File: src/rtl/alu_mul_sequencer.sv
// rtl/alu_mul_sequencer.sv - shift-and-add multiply sequencer that borrows the shared EX-stage ALU
module alu_mul_sequencer #(
  parameter int         WIDTH  = 32,
  parameter logic [2:0] OP_ADD = 3'b010,
  parameter logic [2:0] OP_SLL = 3'b111
) (
  input  logic             clk,
  input  logic             rst,
  input  logic             start,
  input  logic [WIDTH-1:0] op_a,
  input  logic [WIDTH-1:0] op_b,
  input  logic [WIDTH-1:0] alu_result,
  output logic [2:0]       alu_ctrl,
  output logic [WIDTH-1:0] alu_op1,
  output logic [WIDTH-1:0] alu_op2,
  output logic [4:0]       alu_shamt,
  output logic             alu_own,
  output logic             stall,
  output logic             busy,
  output logic             done,
  output logic [WIDTH-1:0] product
);

  localparam int            CW   = (WIDTH > 1) ? $clog2(WIDTH) : 1;
  localparam logic [CW-1:0] LAST = CW'(WIDTH - 1);

  typedef enum logic [1:0] {
    S_IDLE  = 2'd0,
    S_ADD   = 2'd1,
    S_SHIFT = 2'd2,
    S_DONE  = 2'd3
  } state_t;

  state_t           state;
  state_t           next_state;
  logic [WIDTH-1:0] acc;
  logic [WIDTH-1:0] mcand;
  logic [WIDTH-1:0] mplier;
  logic [CW-1:0]    count;
  logic             last_shift;

  // The shift in progress retires the last multiplier bit, or the final bit position was reached.
  assign last_shift = (mplier[WIDTH-1:1] == '0) || (count == LAST);

  always_ff @(posedge clk) begin
    if (!rst) begin
      state <= S_IDLE;
    end else begin
      state <= next_state;
    end
  end

  always_comb begin
    next_state = state;
    case (state)
      S_IDLE: begin
        if (start) begin
          if (op_b == '0)  next_state = S_DONE;
          else if (op_b[0]) next_state = S_ADD;
          else              next_state = S_SHIFT;
        end
      end
      S_ADD:   next_state = S_SHIFT;
      S_SHIFT: begin
        if (last_shift)     next_state = S_DONE;
        else if (mplier[1]) next_state = S_ADD;
        else                next_state = S_SHIFT;
      end
      S_DONE:  next_state = S_IDLE;
      default: next_state = S_IDLE;
    endcase
  end

  always_comb begin
    alu_ctrl  = OP_ADD;
    alu_op1   = '0;
    alu_op2   = '0;
    alu_shamt = 5'd0;
    busy      = 1'b0;
    done      = 1'b0;
    case (state)
      S_ADD: begin
        alu_op1 = acc;
        alu_op2 = mcand;
        busy    = 1'b1;
      end
      S_SHIFT: begin
        alu_ctrl  = OP_SLL;
        alu_op1   = mcand;
        alu_shamt = 5'd1;
        busy      = 1'b1;
      end
      S_DONE:  done = 1'b1;
      default: ;
    endcase
    alu_own = busy;
    stall   = busy | ((state == S_IDLE) & start);
  end

  // product is loaded on the edge into DONE so it is already valid while done is high.
  always_ff @(posedge clk) begin
    if (!rst) begin
      acc     <= '0;
      mcand   <= '0;
      mplier  <= '0;
      count   <= '0;
      product <= '0;
    end else begin
      case (state)
        S_IDLE: begin
          if (start) begin
            acc    <= '0;
            mcand  <= op_a;
            mplier <= op_b;
            count  <= '0;
            if (op_b == '0) product <= '0;
          end
        end
        S_ADD: acc <= alu_result;
        S_SHIFT: begin
          mcand  <= alu_result;
          mplier <= mplier >> 1;
          count  <= count + CW'(1);
          if (last_shift) product <= acc;
        end
        default: ;
      endcase
    end
  end

endmodule

File: config.mk
export PLATFORM = sky130hd
export DESIGN_NAME = alu_mul_sequencer
export DESIGN_NICKNAME = d
export VERILOG_FILES = /design/src/rtl/alu_mul_sequencer.sv
export SDC_FILE = /design/constraint.sdc
export NUM_CORES = 1
export LEC_CHECK = 0
export BUFFER_PORTS_ARGS = -buffer_cell sky130_fd_sc_hd__buf_2
export CORE_ASPECT_RATIO = 0.8
export CORE_UTILIZATION = 50
export DETAILED_ROUTE_END_ITERATION = 6
export GPL_TIMING_DRIVEN = 0
export HOLD_SLACK_MARGIN = 0.02
export PLACE_DENSITY = 0.82
export SLEW_MARGIN = 25
export SYNTH_ARGS = -nofsm -noshare
export SYNTH_HDL_FRONTEND = slang
export SYNTH_SLANG_ARGS = --single-unit
export TNS_END_PERCENT = 20
File: constraint.sdc
create_clock -name clk -period 3.6 [get_ports clk]
set_input_delay 0.54 -clock clk [delete_from_list [all_inputs] [get_ports clk]]
set_output_delay 0.54 -clock clk [all_outputs]
set_load 0.01 [all_outputs]
* Yosys cells after proc, flatten, opt, wreduce, memory -nomap -nowiden
Cells that the tools add are included.
Word-level totals: bits in registers 135, input port bits 99, output and inout bits 108, word-level logic and storage cells 50
Cells by class: $add $sub $neg 1, eq/ne operators 7, mux-type cells 24, bitwise gates (word level) 2, reduce and logical (&&, ||, !) cells 10
Operators by type and width (number):
- 32-bit one-hot mux with 2 select lines | 5
- 32-bit 2-to-1 mux | 7
- 32-bit zero test | 1
- 31-bit zero test | 1
- 2-bit 2-to-1 mux | 5
- 5-bit one-hot mux with 2 select lines | 1
- 2-bit one-hot mux with 4 select lines | 1
- 5-bit by 1-bit adder with 5-bit output, second input constant | 1
- 5-bit == test, second input constant | 1
- 5-bit 2-to-1 mux | 1
- 2-bit == test, second input constant | 2
- 2-bit != test, second input constant | 2
- 2-bit AND reduction | 2
- 4-bit AND reduction | 1
- 2-bit nonzero test | 2
- 1-bit 2-to-1 mux | 3
- 3-bit 2-to-1 mux | 1
- 2-bit by 1-bit == test with 1-bit output, second input constant | 1
- 2-bit zero test | 1
- 2-bit by 1-bit != test with 1-bit output, second input constant | 1
- 2-bit OR reduction | 1
- 1-bit AND | 1
- 1-bit logical OR | 1
- 1-bit OR | 1

* Depth between registers and ports, before layout
word-level depth 4, depth in mapped cells 9, mapped depth without buffers 7

* Worst setup path before layout
OpenSTA, ideal clock, no wires.
kind register to output, from register state[0], to output alu_op1[0], arrival time 1.588 ns, required time 3.060 ns, setup slack 1.472 ns, stages on the path, launching flop included 8, path buffers 3, cells stage by stage dfxtp_1 -> inv_1 -> ha_1 -> clkbuf_1 -> buf_2 -> buf_1 -> a22oi_1 -> nor2b_1
On the way: longest elaborated chain between the ends 2, elaborated cells between the ends (all ways) 3, classes of those cells eq/ne (2); mux (1)
Ends and longest elaborated chain:
- start, declared | RTL line 34 | state_t state;
- start signal, assigned | RTL line 49 | state <= next_state;
- 2-bit == test / 2-bit by 1-bit == test with 1-bit output (equally long branches) | RTL line 81 | case (state)
- 32-bit one-hot mux with 2 select lines (*) | RTL line 81
- end, declared | RTL line 14 | output logic [WIDTH-1:0] alu_op1,
Mark *: on every way between the ends. The rest lies on a longest branch, timed or not.

* Final worst setup path
from register state[0], to output alu_op1[9]
The elaborated chain is that of the path after synthesis.

==> results.py <==
metrics = {
    "run_status": {
        "status": "completed",
    },
    "routing": {
        "drt-initial-drc-count": 826,
        "ant_nets": 0,
        "routed_via_density": 5.77,
        "finalWirelength_um": 21000,
        "avgRoutedWirePerCell_um": 18.4,
        "vias": 6572,
        "drt_pass1_iterations": 6,
        "drc_errors": 0,
    },
    "layout": {
        "area_delta_synth_final_pct": 27.5,
        "nFillCells": 1047,
        "nets": 1055,
        "final_common_cell": "buf_2",
        "drive_gt1_frac": 0.313,
        "final_cell_mix": "buf_2, dfxtp_1, nand2_1",
    },
    "yosys": {
        "netlist_area_mm2": 0.00680,
        "yosys.cell_types.count": 34,
        "seq_area_frac_synth": 0.394,
        "synthCells": 728,
        "synth_seq_cells": 134,
        "ys_warn_count": 0,
        "syn_area_per_cell_um2": 9.34,
    },
    "global_routing": {
        "grt_max_degree": 17,
        "grt.total_usage": 0.299,
        "grt_pass1_wl_um": 32900,
        "grt_pass1_vias": 6239,
        "grt_antenna_before_repair": 0,
        "grt_overflow_total": 0,
    },
    "sta": {
        "rsz0062_at_grt": "false",
        "slew_headroom": 0.486,
        "fin_crit_ns": 3.26,
        "drv_slew": 0,
        "hold_viol": 0,
        "post-route-period-util": 0.904,
        "worst_slew_pin_slew_ns": 0.771,
        "clock.fmax_mhz": 307,
        "clock_skew_ns": 0.00897,
        "setup_viol": 0,
        "finalSetupTns_ns": 0,
    },
    "pwr": {
        "p_leak_nw": 4.10,
        "p_total_mw": 4.87,
        "ir_drop_mv": 0.370,
        "powerDensity_mw_per_mm2": 562,
    },
    "setup_path": {
        "critPathMaxFanout": 10,
        "end_kind": "output port",
        "path_class": "reg -> out",
        "start_kind": "flop",
        "cp_data_required_time_ns": 3.06,
        "crit_arrival_ns": 2.72,
    },
    "cts": {
        "htree_levels": 4,
        "cts_root_buf": "clkbuf_16",
        "cts_setup_buffers": 0,
        "cts_buffer_depth": 2,
        "path_clk_slew_ns": 0.07,
        "cts.repair.resized": 0,
        "clock_latency_ns": 0.42,
        "cts.sinks": 134,
        "numCtsBuffers": 17,
        "cts_tree": "yes",
        "holdBufCountCts": 0,
    },
    "floorplan": {
        "design.core.area_mm2": 0.0131,
        "die-area_mm2": 0.0141,
        "start_util": 0.521,
        "fp.dieH_um": 106,
        "row_count": 37,
        "die_x_um": 132,
        "ios": 207,
    },
    "placed_design": {
        "gp_congestion": 0.881,
        "dp_hpwl_um": 15200,
        "io_buffer_count": 200,
    },
    "run": {
        "cap_viol_max_count": 0,
    },
    "hold_path": {
        "hp-class": "in -> reg",
    },
}
==> area by class of cell <==
cell class / count / area, um2 / area share
timing repair buffer: 200 / 1000 / 0.115
multi-input combinational: 517 / 3730 / 0.430
clock buffer: 19 / 443 / 0.0511
buffer: 75 / 379 / 0.0437
tap: 175 / 219 / 0.0252
inverter: 5 / 18.8 / 0.00216
antenna: 1 / 2.50 / 0.000289
sequential: 134 / 2680 / 0.309
clock inverter: 13 / 195 / 0.0225
==> Yosys cell counts, drive strengths merged <==
| library cell | n | area [um2] |
|---|---|---|
| o22ai | 32 | 388 |
| a32oi | 2 | 17.5 |
| nand4 | 4 | 25.0 |
| nor3 | 1 | 5.00 |
| o211a | 62 | 621 |
| a21oi | 3 | 15.0 |
| nor4 | 15 | 119 |
| ha | 6 | 75.1 |
| mux2i | 64 | 641 |
| nor3b | 1 | 7.51 |
| nor2b | 71 | 444 |
| nand2 | 132 | 495 |
| clkbuf | 38 | 143 |
| buf | 37 | 236 |
| and3 | 2 | 12.5 |
| dfxtp | 134 | 2680 |
| o31ai | 1 | 21.3 |
| o21a | 1 | 15.0 |
| inv | 5 | 18.8 |
| and2 | 34 | 213 |
| o211ai | 1 | 7.51 |
| conb | 2 | 7.51 |
| o21ai | 6 | 30.0 |
| nand2b | 3 | 18.8 |
| o21bai | 1 | 11.3 |
| o2111ai | 1 | 8.76 |
| a22oi | 66 | 495 |
| nand3 | 3 | 27.5 |
==> routing by layer <==
metal | GRT usage | wire length [um]
met5 | 0 | 0
met1 | 0.403 | 9310
met4 | 0.122 | 581
met2 | 0.459 | 9300
met3 | 0.0691 | 1780
==> cells by family (layout without fill, tap and decap cells) <==
group	count (synthesis)	in the layout	synth area share
other	2	6	0.00110
AOI/OAI and AO/OA	176	176	0.240
adders and majority gates	6	6	0.0110
and+or+nand+nor	266	266	0.201
buffers and inverters	80	312	0.0585
DFF	134	134	0.394
muxes	64	64	0.0942
==> power breakdown <==
| group | leakage, nW | internal (mW) | switching (mW) |
|---|---|---|---|
| Sequential | 1.10 | 1.65 | 0.134 |
| Combinational | 2.70 | 0.492 | 0.712 |
| Clock | 0.301 | 1.19 | 0.693 |
==> sequential cells by signal, indices dropped and copies added, names as in the netlist <==
register	count
acc	32
count	5
mcand	32
mplier	31
product	32
state	2
==> final timing paths <==
check	from	end	slack, ns	depth (start not counted)
worst max register to register	state[0]	mcand[2]	1.30	8
worst min register to register	product[27]	product[27]	0.48	2
worst min-delay path	alu_result[15]	acc[15]	0.41	3
worst max-delay path	state[0]	alu_op1[9]	0.34	8
==> per-stage QoR <==
| step | utilization | instances | area [um2] | hold slack, ns | worst slack, ns |
|---|---|---|---|---|---|
| floorplan | - | 731 | 6810 | 0.459 | 1.47 |
| detailed placement | 0.615 | 1106 | 8030 | 0.465 | 0.765 |
| global route | 0.664 | 1138 | 8670 | 0.422 | 0.144 |
| global placement | 0.615 | 1106 | 8030 | 0.453 | 0.804 |
| CTS | 0.664 | 1138 | 8670 | 0.407 | 0.315 |
| finish | 0.664 | 1139 | 8670 | 0.411 | 0.345 |
==> worst max-delay path, stage by stage, from the launching register on <==
cell and delay [ns]:
dfxtp_1 0.34, inv_1 0.09, ha_1 0.29, clkbuf_1 0.22
buf_2 0.29, buf_1 0.53, a22oi_1 0.14, nor2b_1 0.23
buf_2 0.17
Note: power is estimated with default switching activity, not from simulation.
